$ cat src/rtl/traffic_eval_pkg.sv
// traffic_eval_pkg: shared types for the traffic-eval ingress path.
// Flit, buffered entry and packet-framing state.
package traffic_eval_pkg;

  typedef struct packed {
    logic        head;
    logic        tail;
    logic [63:0] egress_id;
    logic [63:0] unique_id;
  } flit_t;

  typedef struct packed {
    flit_t       flit;
    logic [63:0] inject_cycle;
  } entry_t;

  typedef enum logic {
    IDLE,
    BODY
  } pkt_state_e;

endpackage

$ cat src/rtl/traffic_eval_fifo.sv
// traffic_eval_fifo: small synchronous FIFO with wrap-bit pointers.
// Read data is the head entry, combinational from storage.
module traffic_eval_fifo
  import traffic_eval_pkg::*;
#(
  parameter type T     = entry_t,
  parameter int  DEPTH = 4
) (
  input  logic clock,
  input  logic reset,
  input  logic push,
  input  logic pop,
  input  T     wdata,
  output T     rdata,
  output logic full,
  output logic empty
);

  localparam int AW = $clog2(DEPTH);

  logic [AW:0] wr_ptr;
  logic [AW:0] rd_ptr;
  T            mem [DEPTH];

  assign empty = wr_ptr == rd_ptr;
  assign full  = (wr_ptr[AW] != rd_ptr[AW]) &&
                 (wr_ptr[AW-1:0] == rd_ptr[AW-1:0]);
  assign rdata = mem[rd_ptr[AW-1:0]];

  // Storage and pointers; storage cleared so idle outputs read zero.
  always_ff @(posedge clock or negedge reset) begin
    if (!reset) begin
      wr_ptr <= '0;
      rd_ptr <= '0;
      for (int i = 0; i < DEPTH; i++) mem[i] <= '0;
    end else begin
      if (push && !full) begin
        mem[wr_ptr[AW-1:0]] <= wdata;
        wr_ptr <= wr_ptr + (AW+1)'(1);
      end
      if (pop && !empty) rd_ptr <= rd_ptr + (AW+1)'(1);
    end
  end

endmodule

$ cat src/rtl/traffic_eval_ingress_adapter.sv
// traffic_eval_ingress_adapter: buffers source flits, checks framing,
// and sends them to a NoC port under credit flow control.
module traffic_eval_ingress_adapter
  import traffic_eval_pkg::*;
#(
  parameter int FIFO_DEPTH  = 4,
  parameter int NUM_CREDITS = 4,
  parameter int CW          = $clog2(NUM_CREDITS+1)
) (
  input  logic          clock,
  input  logic          reset,
  input  logic [63:0]   current_cycle,
  output logic          in_ready,
  input  logic          in_valid,
  input  logic          in_head,
  input  logic          in_tail,
  input  logic [63:0]   in_egress_id,
  input  logic [63:0]   in_unique_id,
  output logic          out_valid,
  output logic          out_head,
  output logic          out_tail,
  output logic [63:0]   out_egress_id,
  output logic [63:0]   out_unique_id,
  output logic [63:0]   out_inject_cycle,
  input  logic          credit_return,
  output logic [CW-1:0] credits_avail,
  output logic          protocol_error,
  output logic          credit_overflow,
  output logic [63:0]   flits_sent
);

  localparam logic [CW-1:0] CMAX = CW'(NUM_CREDITS);

  logic       full;
  logic       empty;
  logic       accept;
  logic       push;
  logic       send;
  logic       err;
  logic       match;
  entry_t     wdata;
  entry_t     rdata;
  pkt_state_e state_q;
  pkt_state_e state_d;
  logic [63:0] egress_q;
  logic [63:0] egress_d;
  logic [CW-1:0] credits_q;

  assign in_ready = reset && !full;
  assign accept   = in_valid && in_ready;
  assign send     = !empty && (credits_q != '0);
  assign match    = !in_head && (in_egress_id == egress_q);
  assign wdata    = {in_head, in_tail, in_egress_id,
                     in_unique_id, current_cycle};

  assign out_valid        = send;
  assign out_head         = rdata.flit.head;
  assign out_tail         = rdata.flit.tail;
  assign out_egress_id    = rdata.flit.egress_id;
  assign out_unique_id    = rdata.flit.unique_id;
  assign out_inject_cycle = rdata.inject_cycle;
  assign credits_avail    = credits_q;

  traffic_eval_fifo #(
    .T     (entry_t),
    .DEPTH (FIFO_DEPTH)
  ) u_fifo (
    .clock (clock),
    .reset (reset),
    .push  (push),
    .pop   (send),
    .wdata (wdata),
    .rdata (rdata),
    .full  (full),
    .empty (empty)
  );

  // Packet framing: decide push/drop and next packet state.
  always_comb begin
    state_d  = state_q;
    egress_d = egress_q;
    push     = 1'b0;
    err      = 1'b0;
    if (accept) begin
      unique case (state_q)
        IDLE: begin
          unique case (1'b1)
            !in_head: err = 1'b1;
            in_head && in_tail: push = 1'b1;
            in_head && !in_tail: begin
              push     = 1'b1;
              egress_d = in_egress_id;
              state_d  = BODY;
            end
            default: ;
          endcase
        end
        BODY: begin
          unique case (1'b1)
            !match: begin
              err     = 1'b1;
              state_d = IDLE;
            end
            match && in_tail: begin
              push    = 1'b1;
              state_d = IDLE;
            end
            match && !in_tail: push = 1'b1;
            default: ;
          endcase
        end
        default: ;
      endcase
    end
  end

  // Packet state and latched egress of the open packet.
  always_ff @(posedge clock or negedge reset) begin
    if (!reset) begin
      state_q  <= IDLE;
      egress_q <= '0;
    end else begin
      state_q  <= state_d;
      egress_q <= egress_d;
    end
  end

  // Credit counter, send counter and sticky error flags.
  always_ff @(posedge clock or negedge reset) begin
    if (!reset) begin
      credits_q       <= CMAX;
      credit_overflow <= 1'b0;
      protocol_error  <= 1'b0;
      flits_sent      <= '0;
    end else begin
      if (send && !credit_return) begin
        credits_q <= credits_q - CW'(1);
      end else if (!send && credit_return) begin
        if (credits_q == CMAX) credit_overflow <= 1'b1;
        else credits_q <= credits_q + CW'(1);
      end
      if (err) protocol_error <= 1'b1;
      flits_sent <= flits_sent + 64'(send);
    end
  end

endmodule

$ cat config.mk
export PLATFORM = sky130hd
export DESIGN_NAME = traffic_eval_ingress_adapter
export DESIGN_NICKNAME = d
export VERILOG_FILES = /design/src/rtl/traffic_eval_pkg.sv /design/src/rtl/traffic_eval_fifo.sv /design/src/rtl/traffic_eval_ingress_adapter.sv
export SDC_FILE = /design/constraint.sdc
export NUM_CORES = 1
export LEC_CHECK = 0
export BUFFER_PORTS_ARGS = -buffer_cell sky130_fd_sc_hd__buf_2
export CAP_MARGIN = 20
export CORE_ASPECT_RATIO = 0.5
export CORE_MARGIN = 1.5
export CORE_UTILIZATION = 55
export CTS_CLUSTER_DIAMETER = 150
export DETAILED_ROUTE_END_ITERATION = 7
export PLACE_DENSITY_LB_ADDON = 0.25
export REMOVE_ABC_BUFFERS = 1
export SLEW_MARGIN = 5
export SYNTH_ARGS = -nofsm -noshare
export SYNTH_HDL_FRONTEND = slang
export SYNTH_HIERARCHICAL = 1
export SYNTH_SLANG_ARGS = --single-unit
$ cat constraint.sdc
create_clock -name clock -period 3.6 [get_ports clock]
set_clock_uncertainty 0.15 [all_clocks]
set_input_delay 0.54 -clock clock [delete_from_list [all_inputs] [get_ports clock]]
set_output_delay 0.54 -clock clock [all_outputs]
set_load 0.01 [all_outputs]
==> results of run 1 <==
## critical path, delay by kind of cell, from the launching register on
kind	cells	cell delay [ns]
xor+xnor	1	0.36
simple gates	5	0.82
buf+inv	3	0.65
mux	1	0.35
compound gates	2	0.40
flops	1	0.53
## layout by cell type (no fill, tap or decap), types with 4 or more instances in the layout
cell type                       count
sky130_fd_sc_hd__a2111o_1           4
sky130_fd_sc_hd__a31oi_4            4
sky130_fd_sc_hd__and2_1             5
sky130_fd_sc_hd__and3_1            10
sky130_fd_sc_hd__and4_1             7
sky130_fd_sc_hd__buf_12            47
sky130_fd_sc_hd__buf_2            461
sky130_fd_sc_hd__buf_4             36
sky130_fd_sc_hd__bufinv_16          7
sky130_fd_sc_hd__clkbuf_1          21
sky130_fd_sc_hd__clkbuf_16         83
sky130_fd_sc_hd__clkbuf_8          15
sky130_fd_sc_hd__clkinv_2          16
sky130_fd_sc_hd__dfrtp_1          913
sky130_fd_sc_hd__diode_2            7
sky130_fd_sc_hd__dlygate4sd3_1    139
sky130_fd_sc_hd__ha_1               9
sky130_fd_sc_hd__inv_1             28
sky130_fd_sc_hd__mux2_1           630
sky130_fd_sc_hd__mux2_2           205
sky130_fd_sc_hd__mux4_2           194
sky130_fd_sc_hd__nand2_1           40
sky130_fd_sc_hd__nand2b_1          13
sky130_fd_sc_hd__nand3_1           22
sky130_fd_sc_hd__nand4_1           33
sky130_fd_sc_hd__nor2_1            22
sky130_fd_sc_hd__nor2b_1           14
sky130_fd_sc_hd__nor3_1             9
sky130_fd_sc_hd__nor4_1             7
sky130_fd_sc_hd__o2111ai_1          4
sky130_fd_sc_hd__o21ai_0           11
sky130_fd_sc_hd__xnor2_1           92
sky130_fd_sc_hd__xor2_1            21
## area by class of cell
type	count	area (µm²)
fillers	4933	23400
flip-flops and latches	916	22900
multi-input cells	1392	16400
repair buffers	686	4950
clock buffers	119	2360
well taps	958	1200
clock inverters	26	317
inverters	28	105
diodes	7	17.5
## logic make-up (layout without fill, tap and decap cells)
| logic type | count (synthesis) | count (layout) |
|---|---|---|
| AOI/OAI and AO/OA | 44 | 44 |
| xor gates and xnor gates | 114 | 114 |
| adders and majority gates | 10 | 10 |
| buffers and inverters | 168 | 859 |
| DFF | 916 | 916 |
| muxes | 1029 | 1029 |
| other | 0 | 7 |
| and+or+nand+nor | 195 | 195 |
## final timing paths
path	from	endpoint	depth (start not counted)
worst max register to register	u_fifo/rd_ptr[0]	u_fifo/mem[299]	12
worst min-delay path	in_egress_id[49]	u_fifo/mem[759]	2
max in group asynchronous	reset	u_fifo/mem[131]	5
min in group asynchronous	reset	u_fifo/mem[634]	3
worst min register to register	credit_overflow	credit_overflow	1
worst max-delay path	u_fifo/rd_ptr[0]	u_fifo/mem[299]	12
## registers in the layout (all words and copies together), names as in the netlist
register / count
flits_sent: 64
u_fifo/wr_ptr: 3
egress_q: 64
credit_overflow: 1
credits_avail: 3
protocol_error: 1
u_fifo/rd_ptr: 3
state_q: 1
u_fifo/mem: 776
## metrics by stage
stage               setup WS, ns  power [mW]  cells  hold WS [ns]  util (%)
detailed placement        0.0810        32.3   3841         0.302      61.6
global route              0.0115        43.2   4132        0.0258      67.3
finish                     0.164        40.9   4132        0.0381      67.3
floorplan                 -16.50        26.2   2336        0.0944         -
CTS                       0.0729        41.4   4125      0.000418      67.3
global placement          0.0974        31.6   3841         0.307      61.6
## report_power, final
| part | leakage [nW] | total [mW] | internal (mW) | switching [mW] |
|---|---|---|---|---|
| Combinational | 9.41 | 15.0 | 8.20 | 6.79 |
| Sequential | 11.6 | 17.1 | 14.8 | 2.26 |
| Clock | 1.33 | 8.86 | 5.06 | 3.81 |
## routing by layer
layer  track usage [%]  wire length [µm]
met5                 0                 0
met1              31.8             38000
met3              3.46              2490
met2              42.5             46400
met4              6.97              2070
## what timing repair did
item | 4_1_cts | 5_1_grt
endpoints found under the hold margin | 565 | 0
hold buffers | 139 | 0
gates resized for setup | 3 | 0
endpoints found under the setup margin | 27 | 0
==> metrics, run 1 <==
CTS clock-pin slew for the worst setup and hold paths 0.07 ns; number of placed I/O pins about 460; category of the worst setup path capture point flip-flop; cell area after synthesis just over 40000 µm²; initial cell density of the core 56.2%; area of the die around 75000 µm²; layout-stage area growth over the synthesis result 19.8%; overall die width 386 µm; placed instance area 44200 µm²; top area cells in the synthesized netlist sky130_fd_sc_hd__dfrtp_1 (57%), sky130_fd_sc_hd__mux2_1 (18%), sky130_fd_sc_hd__mux4_2 (11%); biggest area consumer among synthesized cells sky130_fd_sc_hd__dfrtp_1; mux cell area share after synthesis 34.2%; number of DRC violations after detailed-routing iteration 0 1095; Final ANT Viol Nets 0; cell chain of the critical path xor2_1 -> nor2_1 -> nor2b_1 -> and2_1 -> nand4_1 -> o22ai_1 -> buf_4 -> nand2_1 -> a31oi_4 -> buf_12 -> buf_12 -> mux2_1; share of final-layout standard cells stronger than drive strength 1 34.4%; final-report setup violation count 0; number of antenna violations at the first check in global routing 7; compound-gate portion of the synthesized area 0.823%; summed negative setup slack over all endpoints 0 ns; cell types with the highest counts after synthesis sky130_fd_sc_hd__dfrtp_1 (915), sky130_fd_sc_hd__mux2_1 (630), sky130_fd_sc_hd__mux2_2 (205), sky130_fd_sc_hd__mux4_2 (194), sky130_fd_sc_hd__xnor2_1 (92); Overflow after GRT 0; clock buffer count from CTS 80; clock latency of the later-clocked register in the worst-skew pair around 0.65 ns; count of state elements after synthesis roughly 900; count of distinct cell types in the synthesized netlist 48; via count of the first global-routing pass between 20000 and 30000; Avg Vias per Cell ~5.6; crit path launch type flip-flop; global placer's final weighted congestion roughly 0.83; via count around 23000; library cell appearing most often on the critical path sky130_fd_sc_hd__buf_12; most common cell in the netlist sky130_fd_sc_hd__dfrtp_1; proportion of synthesized chip area in sequential cells 56.9%; number of max-cap violations 0; maximum number of pins on one net before global-route repair about 180; y dimension of the die 194 µm; Avg WL per Cell about 22 µm; maximum fanout count along the critical path 31; post-CTS setup repair buffer count 0; worst relative slew slack around 30%; cell count after synthesis 2476; TritonCTS sink count between 900 and 1000; Ys Warns 6; classification of the worst-slack hold path in -> reg; CTS Root Buffer Type sky130_fd_sc_hd__clkbuf_16; Least-Margin Pin Slew roughly 1.1 ns; maximum frequency from static timing analysis slightly below 300 MHz; Simple-Gate Fraction of Synth Area 2.77%; adder-cell share of the synthesized area less than 1%; status finished clean; number of enable flip-flop cells after synthesis 0; master of the slowest instance on the critical path sky130_fd_sc_hd__dfrtp_4; final period utilization a little over nine tenths; GRT Overall Usage ~24%; clk buf depth 3; synthesized-area fraction occupied by xor and xnor cells under 10%; final hold viol count 0; layout net count 3312; fin. max-slew vios 0; data arrival time of the critical path roughly 3.8 ns; post-detail-place hpwl 58000 µm; Post-Route WL 88900 µm; critical path class reg -> reg; shortest clock period the worst path allows after layout approximately 3.4 ns; unrepaired setup endpoints after global routing no; first-pass GRT wire length approximately 140000 µm; Placement Rows 69; main combinational cell family by area after synthesis multiplexers; CTS tree built; Leak Pwr roughly 22 nW; DRC Markers 0; core region area 71700 µm²; Final Instance Area approximately 48000 µm²; area share of the largest cell type after synthesis 56.8%; register-to-register setup slack 0.16 ns; predominant post-synthesis flop cell sky130_fd_sc_hd__dfrtp_1; maximum ir drop on the vdd rail between 0.5 and 0.6 mV; first drt pass iteration count 4; peak per-stage delay on the critical path ~0.53 ns; pwr dens ~850 nW/µm²; maximum level of the CTS H-tree 3; required time of the worst setup path about 4.0 ns; post-synthesis area per instance roughly 16 µm²; number of input and output port buffers inserted approximately 460; Async S/R FF share, synth 100%
No activity file was read; power rests on OpenSTA's default activity.
==> inputs of run 2 (changes only) <==
- REMOVE_ABC_BUFFERS: 1 -> default
- SYNTH_HIERARCHICAL: 1 -> default
==> metrics, run 2 <==
status finished clean (unchanged); area of the die 85400 µm² (was 75000 µm²); register-to-register setup slack 0.27 ns (was 0.16 ns); fin. max-slew vios 0 (unchanged); hold slack final 0.0245 ns (was 0.0381 ns); clk buf depth 3 (unchanged); clock latency of the later-clocked register in the worst-skew pair 0.70 ns (was 0.65 ns); Placement Rows 74 (was 69); maximum number of pins on one net before global-route repair 256 (was 182); overall power of the completed layout 37.0 mW (was 40.9 mW); initial cell density of the core 55.9% (was 56.2%); global placer's final weighted congestion 0.870 (was 0.833); first-pass GRT wire length 220000 µm (was 144000 µm); cell class contributing the biggest share of worst-path delay buffers and inverters (was simple AND/OR/NAND/NOR gates); CTS tree built (unchanged); CTS clock-pin slew for the worst setup and hold paths 0.07 ns (about the same); TritonCTS sink count 916 (unchanged); Psw 12.9 mW (was 12.8 mW); number of DRC violations after detailed-routing iteration 0 4456 (was 1095); Avg WL per Cell 27.4 µm (was 21.5 µm); Cell Count, Final, Fillers Out 5163 (was 4132); pwr dens 710 nW/µm² (was 847 nW/µm²); summed negative setup slack over all endpoints 0 ns (unchanged); proportion of synthesized chip area in sequential cells 49.9% (was 56.9%); Ys Warns 0 (was 6); Post-Route WL 141000 µm (was 88900 µm); most common cell in the netlist sky130_fd_sc_hd__dfrtp_1 (unchanged); cell count after synthesis 3770 (was 2476); most common cell after layout, fill and taps aside sky130_fd_sc_hd__dfrtp_1 (unchanged); number of flip-flops under the largest register name 776 (unchanged); Util after Layout 63.5% (was 67.3%); master of the slowest instance on the critical path sky130_fd_sc_hd__buf_16 (was sky130_fd_sc_hd__dfrtp_4); classification of the worst-slack hold path in -> reg (unchanged); CTS Root Buffer Type sky130_fd_sc_hd__clkbuf_16 (unchanged); Hold Path Sink egress_q[44] (was u_fifo/mem[759]); post-detail-place hpwl 76500 µm (was 58000 µm); filler instances 6236 (was 4933); maximum frequency from static timing analysis 282 MHz (was 291 MHz); Final ANT Viol Nets 0 (unchanged); combinational group share of total power 34.3% (was 36.6%); Least-Margin Pin Slew 1.45 ns (was 1.05 ns); Multi-input gate area 20100 µm² (was 16400 µm²); via count 36134 (was 23297); top area cells in the synthesized netlist sky130_fd_sc_hd__dfrtp_1 (50%), sky130_fd_sc_hd__mux4_2 (9.5%), sky130_fd_sc_hd__o31ai_1 (9.5%) (was sky130_fd_sc_hd__dfrtp_1 (57%), sky130_fd_sc_hd__mux2_1 (18%), sky130_fd_sc_hd__mux4_2 (11%)); GRT Overall Usage 32.8% (was 24.4%); area share of the largest cell type after synthesis 49.8% (was 56.8%); sequential share of power 40.4% (was 41.7%); unrepaired setup endpoints after global routing no (unchanged); maximum fanout count along the critical path 133 (was 31); layout net count 4189 (was 3312); count of distinct cell types in the synthesized netlist 50 (was 48); number of cells after detailed placement 4960 (was 3841); via count of the first global-routing pass 37093 (was 25400); critical path class reg -> out (was reg -> reg); category of the worst setup path capture point output pin (was flip-flop); peak per-stage delay on the critical path 0.66 ns (was 0.53 ns); destination of the worst register-to-register timing path u_fifo.mem[29] (was u_fifo/mem[299]); predominant post-synthesis flop cell sky130_fd_sc_hd__dfrtp_1 (unchanged); clock buffer count from CTS 83 (was 80); Async S/R FF share, synth 100% (unchanged); Net Count, Synth around 4000; shortest clock period the worst path allows after layout 3.55 ns (was 3.44 ns); Avg Vias per Cell 7.00 (was 5.64); buffering stage count on the worst path with inverters included 3 (unchanged); DRC Markers 0 (unchanged); launch point of the worst reg-to-reg path u_fifo.wr_ptr[2] (was u_fifo/rd_ptr[0]); number of input and output port buffers inserted 462 (unchanged); layout-stage area growth over the synthesis result 13.5% (was 19.8%); Overflow after GRT 0 (unchanged); share of final-layout standard cells stronger than drive strength 1 27.9% (was 34.4%); first drt pass iteration count 7 (was 4); cell area after synthesis 45900 µm² (was 40300 µm²); number of placed I/O pins 463 (unchanged); worst reg2reg path depth 7 (was 12); cell types with the highest counts after synthesis sky130_fd_sc_hd__dfrtp_1 (915), sky130_fd_sc_hd__o31ai_1 (581), sky130_fd_sc_hd__o211ai_1 (579), sky130_fd_sc_hd__clkbuf_1 (248), sky130_fd_sc_hd__nand2_1 (236) (was sky130_fd_sc_hd__dfrtp_1 (915), sky130_fd_sc_hd__mux2_1 (630), sky130_fd_sc_hd__mux2_2 (205), sky130_fd_sc_hd__mux4_2 (194), sky130_fd_sc_hd__xnor2_1 (92)); post-synthesis area per instance 12.2 µm² (was 16.3 µm²); final-report setup violation count 0 (unchanged); Leak Pwr 22.9 nW (was 22.3 nW); count of state elements after synthesis 916 (unchanged); number of enable flip-flop cells after synthesis 0 (unchanged); cell chain of the critical path buf_4 -> buf_16 -> mux4_2 -> buf_2 (was xor2_1 -> nor2_1 -> nor2b_1 -> and2_1 -> nand4_1 -> o22ai_1 -> buf_4 -> nand2_1 -> a31oi_4 -> buf_12 -> buf_12 -> mux2_1); hold_sp in_egress_id[44] (was in_egress_id[49]); final hold viol count 0 (unchanged); biggest area consumer among synthesized cells sky130_fd_sc_hd__dfrtp_1 (unchanged); data arrival time of the critical path 2.86 ns (was 3.81 ns); largest reg by FF count u_fifo.mem (was u_fifo/mem); final period utilization 98.6% (was 95.4%); number of antenna violations at the first check in global routing 17 (was 7); Clock Power Share 25.3% (was 21.7%); core region area 82100 µm² (was 71700 µm²); number of max-cap violations 0 (unchanged); crit path launch type flip-flop (unchanged); internal power component 24.2 mW (was 28.1 mW); worst relative slew slack 3.28% (was 30.0%); maximum ir drop on the vdd rail 0.769 mV (was 0.597 mV); required time of the worst setup path 2.91 ns (was 3.97 ns); area taken by flip-flops and latches 22900 µm² (unchanged); top library cells by usage in the layout, fill and taps aside sky130_fd_sc_hd__dfrtp_1 (913), sky130_fd_sc_hd__o31ai_1 (581), sky130_fd_sc_hd__o211ai_1 (579), sky130_fd_sc_hd__buf_2 (461), sky130_fd_sc_hd__nand2_1 (228) (was sky130_fd_sc_hd__dfrtp_1 (913), sky130_fd_sc_hd__mux2_1 (630), sky130_fd_sc_hd__buf_2 (461), sky130_fd_sc_hd__mux2_2 (205), sky130_fd_sc_hd__mux4_2 (194)); biggest registers after layout u_fifo.mem: 776 flops, egress_q: 64 flops, flits_sent: 64 flops (was u_fifo/mem: 776 flops, egress_q: 64 flops, flits_sent: 64 flops); y dimension of the die 207 µm (was 194 µm); cell depth of the worst hold path 2 (unchanged); maximum level of the CTS H-tree 3 (unchanged); switching power share of the total 34.7% (was 31.4%); overall die width 412 µm (was 386 µm)
-- run 2: changes by cell type in the layout (fill, tap and decap cells not counted), moves of 102 or more --
cell and change:
sky130_fd_sc_hd__mux2_1 -630, sky130_fd_sc_hd__o211ai_1 +579, sky130_fd_sc_hd__o31ai_1 +578, sky130_fd_sc_hd__nand2_1 +188, sky130_fd_sc_hd__inv_1 +180, sky130_fd_sc_hd__o32ai_2 +161
sky130_fd_sc_hd__mux2_2 -145, sky130_fd_sc_hd__dlygate4sd3_1 -102
-- run 2: layout make-up --
type                    instances  share of cell area (%)
inverters                     208                    1.50
repair buffers                586                    7.78
well taps                    1102                    2.64
flip-flops and latches        916                    44.0
clock buffers                 113                    4.61
multi-input cells            2186                    38.6
diodes                         17                  0.0816
clock inverters                35                   0.823
-- run 2: cell families (layout without fill, tap and decap cells) --
group | count (synthesis) | count (layout) | synth area share [%]
AO/OA/AOI/OAI | 1385 | 1385 | 25.8
flip-flops | 916 | 916 | 49.9
buffers and inverters | 668 | 942 | 6.47
AND/OR/NAND/NOR | 416 | 416 | 4.23
multiplexers | 254 | 254 | 11.0
XOR/XNOR | 121 | 121 | 2.34
adder cells (fa/ha/maj) | 10 | 10 | 0.289
other | 0 | 17 | 0
-- run 2: how the worst max path moves through the flow --
stage,cells past startpoint,start,slack [ns],to
after detailed placement,9,in_egress_id[34],0.21,u_fifo.mem[62]
after CTS,4,u_fifo.rd_ptr[1],0.02,out_unique_id[3]
after floorplan,11,u_fifo.rd_ptr[0],0.33,flits_sent[47]
final,4,u_fifo.rd_ptr[1],0.05,out_unique_id[9]
after global placement,9,in_egress_id[34],0.30,u_fifo.mem[42]
after global routing,4,u_fifo.rd_ptr[1],0.01,out_unique_id[9]
-- run 2: metal layers --
metal	vias to the layer above	share of wire [%]	GRT usage, %
met5	-	0	0
met3	376	7.5	5.61
li1	15139	-	-
met1	18714	40	44.8
met2	1905	48	50.8
met4	0	5.1	17.0
-- run 2: power by group through the flow --
stage	registers (mW)	logic, mW	clock network [mW]
after floorplan	14.5	8.83	0
after global placement	14.9	12.3	0
after detailed placement	15.1	12.6	0
after CTS	14.9	12.7	9.46
after global routing	15.2	13.6	9.88
final	15.0	12.7	9.37
-- run 2: metrics by stage --
stage / setup slack [ns] / cell area, µm²
after floorplan: 0.329 / 45900
after detailed placement: 0.207 / 48900
after global routing: 0.0131 / 52200
final: 0.0508 / 52200
after CTS: 0.0245 / 52100
after global placement: 0.296 / 48900
-- run 2: timing repair --
action                                 4_1_cts  5_1_grt
setup buffers                                0        0
gates resized for setup                      0        3
hold buffers                                37        0
setup endpoints to repair                    0       13
endpoints found under the hold margin      239        0
